$ cat src/rtl/vga_timing_pkg.sv
// vga_timing_pkg: shared 640x480@60 timing constants, axis state encoding,
// RGB332 field positions and the RGB332 -> 8:8:8 channel expansion helper.
package vga_timing_pkg;

  // Horizontal timing in pixels, vertical timing in lines.
  localparam int H_VIS  = 640;
  localparam int H_FP   = 16;
  localparam int H_SYNC = 96;
  localparam int H_BP   = 48;
  localparam int V_VIS  = 480;
  localparam int V_FP   = 10;
  localparam int V_SYNC = 2;
  localparam int V_BP   = 33;

  localparam int CNT_W  = 10;

  // RGB332 field positions
  localparam int R_MSB = 7;
  localparam int R_LSB = 5;
  localparam int G_MSB = 4;
  localparam int G_LSB = 2;
  localparam int B_MSB = 1;
  localparam int B_LSB = 0;

  typedef enum logic [1:0] {AX_ACT, AX_FP, AX_SYNC, AX_BP} axis_state_e;

  // Raw per-pixel timing flags, all active-high.
  typedef struct packed {
    logic hs;
    logic vs;
    logic act;
  } timing_t;

  typedef struct packed {
    logic [7:0] r;
    logic [7:0] g;
    logic [7:0] b;
  } rgb888_t;

  // Bit replication maps full-scale 3/2-bit codes to exactly 8'hFF.
  function automatic rgb888_t expand332(input logic [7:0] c);
    rgb888_t o;
    o.r = {c[R_MSB:R_LSB], c[R_MSB:R_LSB], c[R_MSB -: 2]};
    o.g = {c[G_MSB:G_LSB], c[G_MSB:G_LSB], c[G_MSB -: 2]};
    o.b = {4{c[B_MSB:B_LSB]}};
    return o;
  endfunction

endpackage

$ cat src/rtl/vga_pixel_scanner_if.sv
// vga_pixel_scanner_if: scanner <-> sprite lookup / game logic / DAC bundle.
//   master (scanner): drives scan coordinates, sync/blank/colour pins, frame_tick;
//                     receives bg_color and the registered sprite lookup result.
//   slave  (consumer): the opposite directions.
interface vga_pixel_scanner_if;
  import vga_timing_pkg::*;

  logic [7:0]       bg_color;
  logic [7:0]       sprite_data;
  logic             sprite_visible;
  logic [CNT_W-1:0] pixel_x;
  logic [CNT_W-1:0] pixel_y;
  logic             vga_hs;
  logic             vga_vs;
  logic             vga_blank_n;
  logic [7:0]       vga_r;
  logic [7:0]       vga_g;
  logic [7:0]       vga_b;
  logic             frame_tick;

  modport master (
    input  bg_color, sprite_data, sprite_visible,
    output pixel_x, pixel_y, vga_hs, vga_vs, vga_blank_n,
           vga_r, vga_g, vga_b, frame_tick
  );

  modport slave (
    output bg_color, sprite_data, sprite_visible,
    input  pixel_x, pixel_y, vga_hs, vga_vs, vga_blank_n,
           vga_r, vga_g, vga_b, frame_tick
  );
endinterface

$ cat src/rtl/vga_axis_counter.sv
// vga_axis_counter: one scan axis (H or V). Counts 0..VIS+FP+SYNC+BP-1 on i_ce
// and tracks the ACT -> FP -> SYNC -> BP region as a registered state.
//   clk, rst_n : clock, async active-low reset
//   i_ce       : advance enable
//   o_count    : current position
//   o_state    : region of o_count
//   o_wrap     : high on the enabled cycle where the count returns to 0
module vga_axis_counter
  import vga_timing_pkg::*;
#(
  parameter int VIS  = H_VIS,
  parameter int FP   = H_FP,
  parameter int SYNC = H_SYNC,
  parameter int BP   = H_BP
)(
  input  logic             clk,
  input  logic             rst_n,
  input  logic             i_ce,
  output logic [CNT_W-1:0] o_count,
  output axis_state_e      o_state,
  output logic             o_wrap
);
  localparam int TOTAL = VIS + FP + SYNC + BP;

  logic [CNT_W-1:0] r_count;
  axis_state_e      r_state;
  logic             w_last;

  assign w_last  = (r_count == CNT_W'(TOTAL - 1));
  // Combinational so the next axis advances on the same enable as this wrap.
  assign o_wrap  = i_ce & w_last;
  assign o_count = r_count;
  assign o_state = r_state;

  always_ff @(posedge clk or negedge rst_n) begin
    if (!rst_n) begin
      r_count <= '0;
      r_state <= AX_ACT;
    end else if (i_ce) begin
      if (w_last) begin
        r_count <= '0;
        r_state <= AX_ACT;
      end else begin
        r_count <= r_count + 1'b1;
        unique case (r_state)
          AX_ACT:  if (r_count == CNT_W'(VIS - 1))             r_state <= AX_FP;
          AX_FP:   if (r_count == CNT_W'(VIS + FP - 1))        r_state <= AX_SYNC;
          AX_SYNC: if (r_count == CNT_W'(VIS + FP + SYNC - 1)) r_state <= AX_BP;
          AX_BP:   r_state <= AX_BP;
          default: r_state <= AX_ACT;
        endcase
      end
    end
  end
endmodule

$ cat src/rtl/vga_pixel_scanner.sv
// vga_pixel_scanner: VGA timing generator and sprite compositor.
//   clk, rst_n : system clock, async active-low reset
//   bus        : vga_pixel_scanner_if.master
//     in : bg_color, sprite_data, sprite_visible (registered sprite lookup result,
//          SPRITE_LAT pixels behind pixel_x/pixel_y)
//     out: pixel_x/pixel_y scan counters, vga_hs/vga_vs (active-low), vga_blank_n,
//          vga_r/g/b, frame_tick (one clk at entry to vertical blanking)
// Timing parameters default to 640x480@60; they exist so shorter frames can be built.
module vga_pixel_scanner
  import vga_timing_pkg::*;
#(
  parameter int CLK_DIV    = 2,
  parameter int SPRITE_LAT = 1,
  parameter int P_H_VIS    = H_VIS,
  parameter int P_H_FP     = H_FP,
  parameter int P_H_SYNC   = H_SYNC,
  parameter int P_H_BP     = H_BP,
  parameter int P_V_VIS    = V_VIS,
  parameter int P_V_FP     = V_FP,
  parameter int P_V_SYNC   = V_SYNC,
  parameter int P_V_BP     = V_BP
)(
  input logic                 clk,
  input logic                 rst_n,
  vga_pixel_scanner_if.master bus
);
  localparam int DIV_W = (CLK_DIV > 1) ? $clog2(CLK_DIV) : 1;

  // ---- pixel clock enable: last clk of each CLK_DIV group ----
  logic [DIV_W-1:0] r_div;
  logic             w_pix_ce;

  assign w_pix_ce = (r_div == DIV_W'(CLK_DIV - 1));

  always_ff @(posedge clk or negedge rst_n) begin
    if (!rst_n)        r_div <= '0;
    else if (w_pix_ce) r_div <= '0;
    else               r_div <= r_div + 1'b1;
  end

  // ---- scan counters ----
  logic [CNT_W-1:0] w_h_count, w_v_count;
  axis_state_e      w_h_state, w_v_state;
  logic             w_h_wrap, w_v_wrap_unused;

  vga_axis_counter #(.VIS(P_H_VIS), .FP(P_H_FP), .SYNC(P_H_SYNC), .BP(P_H_BP)) u_h (
    .clk(clk), .rst_n(rst_n), .i_ce(w_pix_ce),
    .o_count(w_h_count), .o_state(w_h_state), .o_wrap(w_h_wrap)
  );

  vga_axis_counter #(.VIS(P_V_VIS), .FP(P_V_FP), .SYNC(P_V_SYNC), .BP(P_V_BP)) u_v (
    .clk(clk), .rst_n(rst_n), .i_ce(w_h_wrap),
    .o_count(w_v_count), .o_state(w_v_state), .o_wrap(w_v_wrap_unused)
  );

  assign bus.pixel_x = w_h_count;
  assign bus.pixel_y = w_v_count;

  // ---- raw timing, delayed to line up with the sprite lookup result ----
  timing_t                  w_raw, w_dly;
  timing_t [SPRITE_LAT-1:0] r_dly;

  assign w_raw.hs  = (w_h_state == AX_SYNC);
  assign w_raw.vs  = (w_v_state == AX_SYNC);
  assign w_raw.act = (w_h_state == AX_ACT) && (w_v_state == AX_ACT);
  assign w_dly     = r_dly[SPRITE_LAT-1];

  always_ff @(posedge clk or negedge rst_n) begin
    if (!rst_n) begin
      r_dly <= '0;
    end else if (w_pix_ce) begin
      r_dly[0] <= w_raw;
      for (int i = 1; i < SPRITE_LAT; i++) r_dly[i] <= r_dly[i-1];
    end
  end

  // ---- compositor + output register ----
  // sprite_visible alone selects the sprite; blanking forces black regardless.
  logic [7:0] w_pix332;
  rgb888_t    w_rgb, r_rgb;
  logic       r_hs, r_vs, r_blank_n, r_tick;

  assign w_pix332 = bus.sprite_visible ? bus.sprite_data : bus.bg_color;
  assign w_rgb    = w_dly.act ? expand332(w_pix332) : '0;

  always_ff @(posedge clk or negedge rst_n) begin
    if (!rst_n) begin
      r_hs      <= 1'b1;
      r_vs      <= 1'b1;
      r_blank_n <= 1'b0;
      r_rgb     <= '0;
    end else if (w_pix_ce) begin
      r_hs      <= ~w_dly.hs;
      r_vs      <= ~w_dly.vs;
      r_blank_n <= w_dly.act;
      r_rgb     <= w_rgb;
    end
  end

  // Fires on the edge the counters step into (0, P_V_VIS); updates every clk
  // so the pulse is a single clk wide.
  always_ff @(posedge clk or negedge rst_n) begin
    if (!rst_n) r_tick <= 1'b0;
    else        r_tick <= w_h_wrap && (w_v_count == CNT_W'(P_V_VIS - 1));
  end

  assign bus.vga_hs      = r_hs;
  assign bus.vga_vs      = r_vs;
  assign bus.vga_blank_n = r_blank_n;
  assign bus.vga_r       = r_rgb.r;
  assign bus.vga_g       = r_rgb.g;
  assign bus.vga_b       = r_rgb.b;
  assign bus.frame_tick  = r_tick;
endmodule

$ cat src/flat_wrapper.sv
// flat-port wrapper written by rule: the top's interface ports become plain ports
module vga_pixel_scanner_flat import vga_timing_pkg::*;
#(
  parameter int CLK_DIV    = 2,
  parameter int SPRITE_LAT = 1,
  parameter int P_H_VIS    = H_VIS,
  parameter int P_H_FP     = H_FP,
  parameter int P_H_SYNC   = H_SYNC,
  parameter int P_H_BP     = H_BP,
  parameter int P_V_VIS    = V_VIS,
  parameter int P_V_FP     = V_FP,
  parameter int P_V_SYNC   = V_SYNC,
  parameter int P_V_BP     = V_BP
)
  (clk, rst_n, bus_bg_color, bus_sprite_data, bus_sprite_visible, bus_pixel_x, bus_pixel_y, bus_vga_hs, bus_vga_vs, bus_vga_blank_n, bus_vga_r, bus_vga_g, bus_vga_b, bus_frame_tick);
  vga_pixel_scanner_if bus_i ();
  input logic clk;
  input logic rst_n;
  input wire logic [$bits(bus_i.bg_color)-1:0] bus_bg_color;
  input wire logic [$bits(bus_i.sprite_data)-1:0] bus_sprite_data;
  input wire logic [$bits(bus_i.sprite_visible)-1:0] bus_sprite_visible;
  output wire logic [$bits(bus_i.pixel_x)-1:0] bus_pixel_x;
  output wire logic [$bits(bus_i.pixel_y)-1:0] bus_pixel_y;
  output wire logic [$bits(bus_i.vga_hs)-1:0] bus_vga_hs;
  output wire logic [$bits(bus_i.vga_vs)-1:0] bus_vga_vs;
  output wire logic [$bits(bus_i.vga_blank_n)-1:0] bus_vga_blank_n;
  output wire logic [$bits(bus_i.vga_r)-1:0] bus_vga_r;
  output wire logic [$bits(bus_i.vga_g)-1:0] bus_vga_g;
  output wire logic [$bits(bus_i.vga_b)-1:0] bus_vga_b;
  output wire logic [$bits(bus_i.frame_tick)-1:0] bus_frame_tick;
  assign bus_i.bg_color = bus_bg_color;
  assign bus_i.sprite_data = bus_sprite_data;
  assign bus_i.sprite_visible = bus_sprite_visible;
  assign bus_pixel_x = bus_i.pixel_x;
  assign bus_pixel_y = bus_i.pixel_y;
  assign bus_vga_hs = bus_i.vga_hs;
  assign bus_vga_vs = bus_i.vga_vs;
  assign bus_vga_blank_n = bus_i.vga_blank_n;
  assign bus_vga_r = bus_i.vga_r;
  assign bus_vga_g = bus_i.vga_g;
  assign bus_vga_b = bus_i.vga_b;
  assign bus_frame_tick = bus_i.frame_tick;
  vga_pixel_scanner #(.CLK_DIV(CLK_DIV), .SPRITE_LAT(SPRITE_LAT), .P_H_VIS(P_H_VIS), .P_H_FP(P_H_FP), .P_H_SYNC(P_H_SYNC), .P_H_BP(P_H_BP), .P_V_VIS(P_V_VIS), .P_V_FP(P_V_FP), .P_V_SYNC(P_V_SYNC), .P_V_BP(P_V_BP)) u_core (.clk(clk), .rst_n(rst_n), .bus(bus_i));
endmodule
$ cat config.mk
export PLATFORM = sky130hd
export DESIGN_NAME = vga_pixel_scanner_flat
export DESIGN_NICKNAME = d
export VERILOG_FILES = /design/src/rtl/vga_timing_pkg.sv /design/src/rtl/vga_pixel_scanner_if.sv /design/src/rtl/vga_axis_counter.sv /design/src/rtl/vga_pixel_scanner.sv /design/src/flat_wrapper.sv
export SDC_FILE = /design/constraint.sdc
export NUM_CORES = 1
export LEC_CHECK = 0
export BUFFER_PORTS_ARGS = -buffer_cell sky130_fd_sc_hd__buf_2
export CAP_MARGIN = 20
export CORE_ASPECT_RATIO = 1.75
export CORE_MARGIN = 1.5
export CORE_UTILIZATION = 43
export DETAILED_ROUTE_END_ITERATION = 10
export PLACE_DENSITY_LB_ADDON = 0.05
export SLEW_MARGIN = 0
export SYNTH_ARGS = -nofsm -noshare
export SYNTH_HDL_FRONTEND = slang
export SYNTH_SLANG_ARGS = --single-unit
$ cat constraint.sdc
create_clock -name clk -period 2.4 [get_ports clk]
set_input_delay 0.48 -clock clk [delete_from_list [all_inputs] [get_ports clk]]
set_output_delay 0.48 -clock clk [all_outputs]
set_load 0.05 [all_outputs]
# Word level (Yosys, flattened, before mapping)
# Cells that the tools add are included.
# totals
reg_bits	56
inputBits	19
elab_cells	62
# op_classes
add_sub_neg	3
eq_ne	20
n_mux	15
n_bitwise	3
n_reduce_logical	6
# op_table
op	n
10-bit equality test (second input constant)	5
10-bit by 9-bit equality test with 1-bit output (second input constant)	3
24-bit two-way mux	1
10-bit by 1-bit adder with 10-bit output (second input constant)	2
10-bit two-way mux	2
3-bit inequality test (second input constant)	6
2-bit two-way mux	8
2-bit one-hot mux with 4 select lines	2
2-bit equality test (second input constant)	4
8-bit two-way mux	1
4-bit AND reduction	2
2-bit by 1-bit equality test with 1-bit output (second input constant)	2
2-bit logical NOT	2
1-bit logical AND	2
1-bit inverter	2
1-bit adder (second input constant)	1
1-bit AND	1
1-bit two-way mux	1

# Logic depth before layout (Yosys ltp)
# Gate-level depths: netlist of run 1.
# logic_depth
word_depth	4
depth_mapped	7
mapped_depth_nobuf	6

# Cells and area by module
# From an unflattened synthesis of run 1, not the netlist that was laid out.
# hier_totals
hier_cells	205
area_unflattened_um2	2233.4
# modules_own_cells
module	n_inst	cells_each	area_per_inst_um2	seq_area_each_um2
vga_pixel_scanner	1	69	819.5	402.9
vga_axis_counter at u_core.u_v	1	73	733.2	300.3
vga_axis_counter at u_core.u_h	1	63	680.7	300.3

# Least setup slack after synthesis of run 1
# OpenSTA, ideal clock, no wires.
# synth_path
path_kind	register to register
startpoint	register u_core.u_v.r_count[0], in the netlist u_core.u_v.o_count[0]
endpoint	register u_core.u_v.r_state[0], in the netlist u_core.u_v.o_state[0]
setup_ns	0.079
t_arrival_ns	2.084
t_required_ns	2.321
slack_ns	0.236
path_stages_with_launch	6
path_buffers	0
path_cell_list	dfrtp_1 ha_1 nand4_1 o41a_1 nor4_2 mux2i_1
# synth_between
elab_chain_len	3
word_cells_on_any_way	9
# synth_lines
item	line_no	text
start, declared	vga_axis_counter.sv:25	logic [CNT_W-1:0] r_count;
start signal, assigned	vga_axis_counter.sv:44	r_count <= r_count + 1'b1;
10-bit equality test, or another cell as far along	vga_axis_counter.sv:29	assign w_last = (r_count == CNT_W'(TOTAL - 1));
3-bit inequality test (no source line)	n/a	
4-bit AND reduction (no source line)	n/a	
end signal, assigned	vga_axis_counter.sv:38	r_state <= AX_ACT;
end signal, assigned	vga_axis_counter.sv:42	r_state <= AX_ACT;
end signal, assigned	vga_axis_counter.sv:46	AX_ACT: if (r_count == CNT_W'(VIS - 1)) r_state <= AX_FP;
end, declared	vga_axis_counter.sv:26	axis_state_e r_state;
# Several ways; a longest one is shown, not always the timed one.
# A chain may end at the register's enable or synchronous reset.

# Worst setup path in the final report of run 1
# layout_path
startpoint	register u_core.u_v.r_count[0], in the netlist u_core.u_v.o_count[0]
endpoint	register u_core.u_v.r_count[3], in the netlist u_core.u_v.o_count[3]
# layout_between
elab_chain_len	2
word_cells_on_any_way	3
# layout_lines
item	line_no	text
10-bit by 1-bit adder with 10-bit output / 10-bit equality test (equally long branches)	vga_axis_counter.sv:44, vga_axis_counter.sv:29	
10-bit two-way mux *	vga_axis_counter.sv:40	if (w_last) begin
# Every way passes the cells marked *; elsewhere a longest branch is shown, timed or not.

==> results.py, run 1 <==
metrics = {
    "detailed_routing": {
        "num_vias": 1766,
        "ant_nets": 0,
        "drc": 0,
        "detail_route.wl_per_cell_microns": 14.6,
        "drt_iter0_drc": 49,
        "drtPass1Iterations": 4,
        "via_per_inst": 5.59,
        "wl_microns": 4620,
    },
    "sta": {
        "tightest_slew_ns": 0.430,
        "period_needed_ns": 2.07,
        "max-slew-margin-rel_pct": 71.0,
        "period_share_pct": 86.1,
        "finalHoldViolations": 0,
        "fin_skew_ns": 0.00861,
        "finalSetupTns_ns": 0,
        "rsz0062_at_grt": "no",
        "slew_viol_final": 0,
        "finalSetupViolations": 0,
        "fmax_mhz": 484,
    },
    "critical_path": {
        "cp-endpoint": "u_core.u_v.o_count[3]$_DFFE_PN0P_",
        "critPathKind": "flop to flop",
        "critical_path_cell_count": 6,
        "r2r-end": "u_core.u_v.o_count[3]$_DFFE_PN0P_",
        "slowest_stage": "dfrtp_1",
        "path_delay_family": "simple AND/OR/NAND/NOR gates",
        "arrival_ns": 2.24,
        "rr_worst_depth": 6,
        "end_kind": "flop",
        "start_kind": "flop",
        "crit_path_max_incr_delay_ns": 0.46,
        "crit_path_max_fanout": 11,
        "startpoint": "u_core.u_v.o_count[0]$_DFFE_PN0P_",
        "worst-path-buf-inv": 1,
        "rrSetupSlack_ns": 0.33,
        "crit_required_ns": 2.57,
        "rr_startpoint": "u_core.u_v.o_count[0]$_DFFE_PN0P_",
        "crit_chain": "inv_1 -> ha_1 -> nor4bb_1 -> nand3_1 -> a21o_1 -> a32o_1",
    },
    "synth": {
        "yosysWarnings": 0,
        "yosysSeqAreaShare_pct": 45.9,
        "synth.cell_area_sq_mm": 0.00218,
        "synth_top_family_by_area": "simple AND/OR/NAND/NOR gates",
        "synthAdderAreaFrac_pct": 2.29,
        "avgSynthCellArea_sq_um": 10.4,
        "synth-xor-area-share_pct": 4.81,
        "synth_edf_count": 0,
        "synth_compound_area_share_pct": 11.5,
        "synth_fp_nets": 234,
        "yosysUniqueCellTypes": 42,
        "synthCells": 211,
        "synthArstFlopShare_pct": 100,
        "synth-simple-area-share_pct": 19.1,
        "synth-seq-cells": 40,
        "synth_flop_cell": "dfrtp_1",
        "synth_mux_area_share_pct": 7.04,
    },
    "global_route": {
        "grt_pass1_vias": 1702,
        "grt-ovfl-total": 0,
        "grt_max_degree": 19,
        "antenna_found_initial": 0,
        "track_usage_pct": 17.4,
        "grt_first_pass_wirelength_microns": 7780,
    },
    "die": {
        "io-pin-count": 67,
        "core_sq_mm": 0.00493,
        "die_w_microns": 56.9,
        "fp-row-count": 34,
        "initial_core_util_pct": 44.3,
        "die_y_microns": 97.3,
        "die_area_sq_mm": 0.00553,
    },
    "power": {
        "leakagePower_nw": 1.24,
        "power_density_mw_per_mm2": 576,
        "max-vdd-ir-drop_mv": 0.384,
        "power_mw": 1.48,
    },
    "clocking": {
        "cts_resized": 0,
        "cts_made_buffers": 5,
        "clock_path_buffers": 2,
        "h-tree-depth": 2,
        "hold_buffers": 0,
        "tritoncts": "built",
        "clockRootBuffer": "clkbuf_8",
        "cts_setup_buffers": 0,
        "cts.sinks": 40,
        "clk_latency_ns": 0.29,
        "clk_pin_slew_ns": 0.08,
    },
    "status": {
        "status": "finished, final reports clean",
    },
    "placement": {
        "dp_hpwl_microns": 3460,
        "portBuffers": 66,
        "place.gp.congestion": 0.755,
    },
    "layout": {
        "syn2layout_area_growth_pct": 17.4,
        "final_common_cell": "buf_2",
        "final_cell_mix": "buf_2 (66), dfrtp_1 (38), o21ai_0 (13)",
        "drive_above_1_share_pct": 33.2,
        "antenna_cells": 0,
        "finalNetCount": 284,
        "fin_util_pct": 52.0,
    },
    "job": {
        "drv_cap": 0,
    },
    "min_path": {
        "holdCritPathClass": "input port to async pin",
    },
}
routing by layer:
layer | GRT usage (%) | vias to the layer above | routed length (microns)
li1 | - | 845 | -
met1 | 20.6 | 851 | 1870
met2 | 30.5 | 61 | 2440
met3 | 2.53 | 9 | 241
met4 | 7.33 | 0 | 70
met5 | 0 | - | 0
power by group:
group | leakage [nW] | switching (mW) | internal [mW]
Clock | 0.0645 | 0.228 | 0.367
Combinational | 0.663 | 0.148 | 0.0423
Sequential | 0.509 | 0.00843 | 0.684
Total | 1.24 | 0.384 | 1.09
worst min path at each step:
stage	to	cells past startpoint
2_1_floorplan	u_core.bus.frame_tick$_DFF_PN0_	0
3_3_place_gp	u_core.bus.vga_g[4]$_DFFE_PN0P_	1
3_5_place_dp	u_core.bus.vga_g[4]$_DFFE_PN0P_	1
4_1_cts	u_core.bus.frame_tick$_DFF_PN0_	1
5_1_grt	u_core.bus.vga_g[4]$_DFFE_PN0P_	1
6_report	u_core.bus.frame_tick$_DFF_PN0_	1
cells by family after synthesis:
logic type      Yosys count
compound gates           36
flops                    40
buf+inv                  35
simple gates             69
xor+xnor                 12
mux                      15
fa+ha+maj                 4
worst reg2reg max path, stage by stage, from the launching register on:
cell      delay [ns]
dfrtp_1         0.46
inv_1           0.09
ha_1            0.14
nor4bb_1        0.43
nand3_1         0.38
a21o_1          0.26
a32o_1          0.19
synthesized netlist by cell type, types with 4 or more instances:
library cell / instances / area, sq um
clkbuf_1: 6 / 22.5
mux2i_1: 12 / 120
o2bb2ai_1: 9 / 78.8
nand4_1: 5 / 31.3
nor2_1: 12 / 45.0
nand3_1: 11 / 55.1
ha_1: 4 / 50.1
dfrtp_1: 38 / 951
inv_1: 8 / 30.0
nand2_1: 11 / 41.3
xor2_1: 6 / 52.6
a31oi_1: 5 / 31.3
nor3_1: 4 / 20.0
o21ai_0: 13 / 65.1
buf_4: 16 / 120
nor4_1: 4 / 25.0
xnor2_1: 6 / 52.6
registers in the layout (all words and copies together), names as in the netlist:
signal / cells
u_core.bus.frame_tick: 1
u_core.bus.vga_b: 2
u_core.bus.vga_blank_n: 1
u_core.bus.vga_g: 3
u_core.bus.vga_hs: 1
u_core.bus.vga_r: 3
u_core.bus.vga_vs: 1
u_core.r_div: 1
u_core.r_dly: 3
u_core.u_h.o_count: 10
u_core.u_h.o_state: 2
u_core.u_v.o_count: 10
u_core.u_v.o_state: 2
through the flow:
step | hold slack (ns) | setup WS, ns | instance area (sq um) | cells
2_1_floorplan | 0.184 | 0.236 | 2180 | 211
3_3_place_gp | 0.391 | 0.452 | 2440 | 308
3_5_place_dp | 0.391 | 0.321 | 2440 | 308
4_1_cts | 0.0707 | 0.305 | 2560 | 316
5_1_grt | 0.0893 | 0.179 | 2560 | 316
6_report | 0.0685 | 0.333 | 2560 | 316
area by class of cell:
class                      count  area (sq um)
clock inverter                 1          30.0
clock buffer                   7          96.3
timing repair buffer          70           360
fill                         476          2370
inverter                       8          30.0
tap                           54          67.6
sequential                    40          1000
multi-input combinational    136           977
No activity file was read; power rests on OpenSTA's default activity.
==> run 2: changes to the inputs <==
GPL_TIMING_DRIVEN = 1   (was not set)
RECOVER_POWER = 25   (was not set)
==> run 2 against run 1 <==
  * Worst setup slack got worse by 0.00052 ns
  * Critical endpoint unchanged
  * Die area unchanged
  * Clock skew about the same
==> results.py, run 2 (synthesis results as in run 1) <==
metrics = {
    "job": {
        "drv_cap": 0,
    },
    "die": {
        "die_area_sq_mm": 0.00553,
        "fp-row-count": 34,
        "die_y_microns": 97.3,
        "initial_core_util_pct": 44.3,
        "io-pin-count": 67,
        "core_sq_mm": 0.00493,
        "die_w_microns": 56.9,
    },
    "clocking": {
        "cts.sinks": 40,
        "cts_resized": 0,
        "clk_latency_ns": 0.29,
        "cts_made_buffers": 5,
        "tritoncts": "built",
        "clock_path_buffers": 2,
        "clk_pin_slew_ns": 0.08,
        "hold_buffers": 0,
        "h-tree-depth": 2,
        "clockRootBuffer": "clkbuf_8",
        "cts_setup_buffers": 0,
    },
    "sta": {
        "finalSetupTns_ns": 0,
        "period_needed_ns": 2.07,
        "whs_ns": 0.213,
        "finalHoldViolations": 0,
        "fin_skew_ns": 0.00906,
        "finalSetupViolations": 0,
        "slew_viol_final": 0,
        "fin_ws_ns": 0.333,
        "rsz0062_at_grt": "no",
        "max-slew-margin-rel_pct": 35.6,
        "tightest_slew_ns": 0.966,
        "period_share_pct": 86.1,
        "fmax_mhz": 484,
    },
    "power": {
        "leakagePower_nw": 1.23,
        "max-vdd-ir-drop_mv": 0.384,
        "power_density_mw_per_mm2": 578,
        "power_mw": 1.48,
    },
    "critical_path": {
        "arrival_ns": 2.24,
        "startpoint": "u_core.u_v.o_count[0]$_DFFE_PN0P_",
        "crit_path_max_fanout": 11,
        "critPathKind": "flop to flop",
        "rr_startpoint": "u_core.u_v.o_count[0]$_DFFE_PN0P_",
        "rr_worst_depth": 6,
        "start_kind": "flop",
        "end_kind": "flop",
        "crit_required_ns": 2.58,
    },
    "layout": {
        "drive_above_1_share_pct": 32.1,
        "syn2layout_area_growth_pct": 17.0,
        "final_cell_mix": "buf_2 (65), dfrtp_1 (38), o21ai_0 (13)",
        "finalNetCount": 284,
        "antenna_cells": 0,
        "final_common_cell": "buf_2",
        "final_area_sq_mm": 0.00256,
    },
    "global_route": {
        "grt_pass1_vias": 1702,
        "antenna_found_initial": 0,
        "track_usage_pct": 17.4,
        "grt_first_pass_wirelength_microns": 7780,
        "grt-ovfl-total": 0,
        "grt_max_degree": 19,
    },
    "detailed_routing": {
        "wl_microns": 4620,
        "ant_nets": 0,
        "drc": 0,
        "via_per_inst": 5.59,
        "num_vias": 1768,
        "detail_route.wl_per_cell_microns": 14.6,
        "drt_iter0_drc": 49,
        "drtPass1Iterations": 4,
    },
    "placement": {
        "dp_hpwl_microns": 3460,
        "dpl_cell_area_sq_mm": 0.00244,
        "place.gp.congestion": 0.755,
        "portBuffers": 66,
        "dp_slack_ns": 0.321,
    },
    "min_path": {
        "holdCritPathClass": "input port to async pin",
    },
    "status": {
        "status": "finished, final reports clean",
    },
}
run 2: cell count changes in the layout (fill, tap and decap cells not counted), sizes merged:
cell and delta:
buf -3, clkbuf +3
run 2: final timing paths:
path	slack (ns)	to
setup / recovery	0.33	u_core.u_v.o_count[3]$_DFFE_PN0P_
max in group asynchronous	0.86	u_core.u_h.o_count[8]$_DFFE_PN0P_
setup reg to reg	0.33	u_core.u_v.o_count[3]$_DFFE_PN0P_
min in group clk	0.47	u_core.bus.vga_r[4]$_DFFE_PN0P_
hold reg to reg	0.51	u_core.r_dly[0]$_DFFE_PN0P_
hold / removal	0.21	u_core.bus.frame_tick$_DFF_PN0_
run 2: cell type report:
type	instances	area, sq um
well taps	54	67.6
clock inverters	1	30.0
repair buffers	70	352
clock buffers	7	96.3
inverters	8	30.0
multi-input cells	136	977
flip-flops and latches	40	1000
fillers	480	2380
run 2: layer usage:
metal / up-vias / global-route usage (%) / part of all wire, %
met5: - / 0 / 0
met4: 0 / 7.33 / 2.1
met3: 10 / 2.53 / 5.4
met2: 64 / 30.5 / 52
met1: 850 / 20.6 / 41
li1: 844 / - / -
run 2: through the flow:
| stage | utilization (%) | instances |
|---|---|---|
| floorplan | - | 211 |
| global placement | 49.4 | 308 |
| detailed placement | 49.4 | 308 |
| CTS | 52.0 | 316 |
| global route | 51.8 | 316 |
| finish | 51.8 | 316 |
run 2: critical path, stage by stage (launching register included):
cell and delay [ns]:
dfrtp_1 0.46, inv_1 0.09, ha_1 0.14, nor4bb_1 0.43, nand3_1 0.39, a21o_1 0.26, a32o_1 0.19
run 2: power breakdown:
group	switching [mW]	internal, mW
logic	0.148	0.0405
clock network	0.231	0.367
registers	0.00843	0.684
total	0.387	1.09
==> run 3: changes to the inputs <==
clock period = 2.55 ns   (was 2.4 ns; I/O delays follow)
==> run 3 against run 2 <==
  * Register-to-register slack better by 0.14 ns
  * Hold slack better by 0.12 ns
  * Critical path depth unchanged
  * Highest routed layer unchanged
==> results.py, run 3 (synthesis results as in run 1) <==
metrics = {
    "status": {
        "status": "finished, final reports clean",
    },
    "critical_path": {
        "start_kind": "flop",
        "critPathKind": "flop to flop",
        "crit_chain": "inv_1 -> ha_1 -> nor4bb_1 -> nand3_1 -> a21o_1 -> a32o_1",
        "crit_path_max_incr_delay_ns": 0.47,
        "r2r-end": "u_core.u_v.o_count[3]$_DFFE_PN0P_",
        "crit_required_ns": 2.73,
        "crit_path_max_fanout": 11,
        "end_kind": "flop",
        "rr_startpoint": "u_core.u_v.o_count[0]$_DFFE_PN0P_",
        "arrival_ns": 2.26,
        "slowest_stage": "dfrtp_1",
        "rrSetupSlack_ns": 0.47,
        "rr_worst_depth": 6,
        "startpoint": "u_core.u_v.o_count[0]$_DFFE_PN0P_",
    },
    "detailed_routing": {
        "drtPass1Iterations": 7,
        "wl_met2_microns": 2370,
        "wl_met3_microns": 246,
        "ant_nets": 0,
        "wl_microns": 4520,
        "drt-met1-wl_microns": 1820,
        "num_vias": 1771,
        "top_layer_used": "met4",
        "drt_iter0_drc": 50,
        "drc": 0,
        "detail_route.wl_per_cell_microns": 14.4,
        "via_per_inst": 5.66,
    },
    "die": {
        "die_w_microns": 56.9,
        "die_y_microns": 97.3,
        "fp-row-count": 34,
        "io-pin-count": 67,
        "initial_core_util_pct": 44.3,
        "core_sq_mm": 0.00493,
        "die_area_sq_mm": 0.00553,
    },
    "placement": {
        "dp_hpwl_microns": 3290,
        "place.gp.congestion": 0.746,
        "dpl.cell_count": 305,
        "portBuffers": 66,
    },
    "sta": {
        "finalSetupTns_ns": 0,
        "finalHoldViolations": 0,
        "max-slew-margin-rel_pct": 41.3,
        "tightest_slew_ns": 0.881,
        "fin_skew_ns": 0.00163,
        "slew_viol_final": 0,
        "finalSetupViolations": 0,
        "period_needed_ns": 2.08,
        "rsz0062_at_grt": "no",
        "period_share_pct": 81.5,
        "fmax_mhz": 481,
    },
    "clocking": {
        "clockRootBuffer": "clkbuf_8",
        "cts.sinks": 40,
        "clk_pin_slew_ns": 0.07,
        "hold_buffers": 0,
        "cts_setup_buffers": 0,
        "h-tree-depth": 2,
        "cts_resized": 0,
        "clk_latency_ns": 0.28,
        "clock_path_buffers": 2,
        "cts_made_buffers": 5,
        "tritoncts": "built",
    },
    "power": {
        "p_sw_mw": 0.355,
        "power_density_mw_per_mm2": 499,
        "p_int_mw": 0.897,
        "leakagePower_nw": 1.21,
        "swShare_pct": 28.4,
        "power_frac_seq_pct": 52.1,
        "p_comb_share_pct": 14.0,
        "max-vdd-ir-drop_mv": 0.486,
        "clkPwrFrac_pct": 33.9,
    },
    "layout": {
        "antenna_cells": 0,
        "final_cell_mix": "buf_2 (66), dfrtp_1 (38), o21ai_0 (13)",
        "final_common_cell": "buf_2",
        "final_cells": 313,
        "finalNetCount": 281,
        "drive_above_1_share_pct": 32.4,
        "syn2layout_area_growth_pct": 14.8,
    },
    "global_route": {
        "grt_max_degree": 41,
        "track_usage_pct": 17.1,
        "grt_pass1_vias": 1648,
        "grt-ovfl-total": 0,
        "antenna_found_initial": 0,
        "grt_first_pass_wirelength_microns": 7580,
    },
    "job": {
        "drv_cap": 0,
    },
    "min_path": {
        "holdCritPathClass": "input port to async pin",
    },
}
[run 3: cell types whose count changed in the layout (fill, tap and decap cells not counted), sizes merged]
cell,previous run,this run
clkinv,0,2
clkbuf,10,6
bufinv,1,0
[run 3: critical path: cells and delay by family (launching register included)]
family | cells | cell delay (ns)
AO/OA/AOI/OAI | 2 | 0.45
flip-flops | 1 | 0.47
AND/OR/NAND/NOR | 2 | 0.83
buffers and inverters | 1 | 0.09
adder cells (fa/ha/maj) | 1 | 0.13
[run 3: power groups by stage]
| stage | clock [mW] | combinational, mW | sequential (mW) |
|---|---|---|---|
| 3_3_place_gp | 0 | 0.178 | 0.664 |
| 3_5_place_dp | 0 | 0.179 | 0.665 |
| 4_1_cts | 0.445 | 0.179 | 0.652 |
| 5_1_grt | 0.471 | 0.187 | 0.653 |
| 2_1_floorplan | 0 | 0.115 | 0.700 |
| 6_report | 0.425 | 0.176 | 0.652 |
[run 3: worst max-delay path by stage]
stage | end | slack (ns) | cells past startpoint
6_report | u_core.u_v.o_count[3]$_DFFE_PN0P_ | 0.47 | 6
3_5_place_dp | u_core.u_v.o_count[3]$_DFFE_PN0P_ | 0.49 | 6
3_3_place_gp | u_core.u_v.o_count[3]$_DFFE_PN0P_ | 0.59 | 6
5_1_grt | u_core.u_v.o_count[3]$_DFFE_PN0P_ | 0.28 | 6
4_1_cts | u_core.u_v.o_count[3]$_DFFE_PN0P_ | 0.48 | 6
2_1_floorplan | u_core.u_v.o_state[0]$_DFFE_PN0P_ | 0.39 | 5
[run 3: stage by stage]
step	instance area, sq um	setup slack, ns	util, %	power (mW)	hold WS, ns
global placement	2420	0.594	49.0	0.842	0.487
floorplan	2180	0.386	-	0.815	0.214
global route	2510	0.279	50.8	1.31	0.412
detailed placement	2420	0.487	49.0	0.843	0.495
CTS	2510	0.477	50.8	1.28	0.373
finish	2510	0.471	50.8	1.25	0.336
[run 3: area by class of cell]
cell class	instances	area [sq um]
inverter	8	30.0
clock inverter	2	10.0
multi-input combinational	136	977
sequential	40	1000
timing repair buffer	67	338
clock buffer	6	82.6
fill	479	2430
tap	54	67.6
[run 3: per-layer routing]
layer	vias to the layer above	GRT usage [%]
met2	63	30.1
met4	0	7.33
met1	862	19.7
li1	838	-
met5	-	0
met3	8	2.93
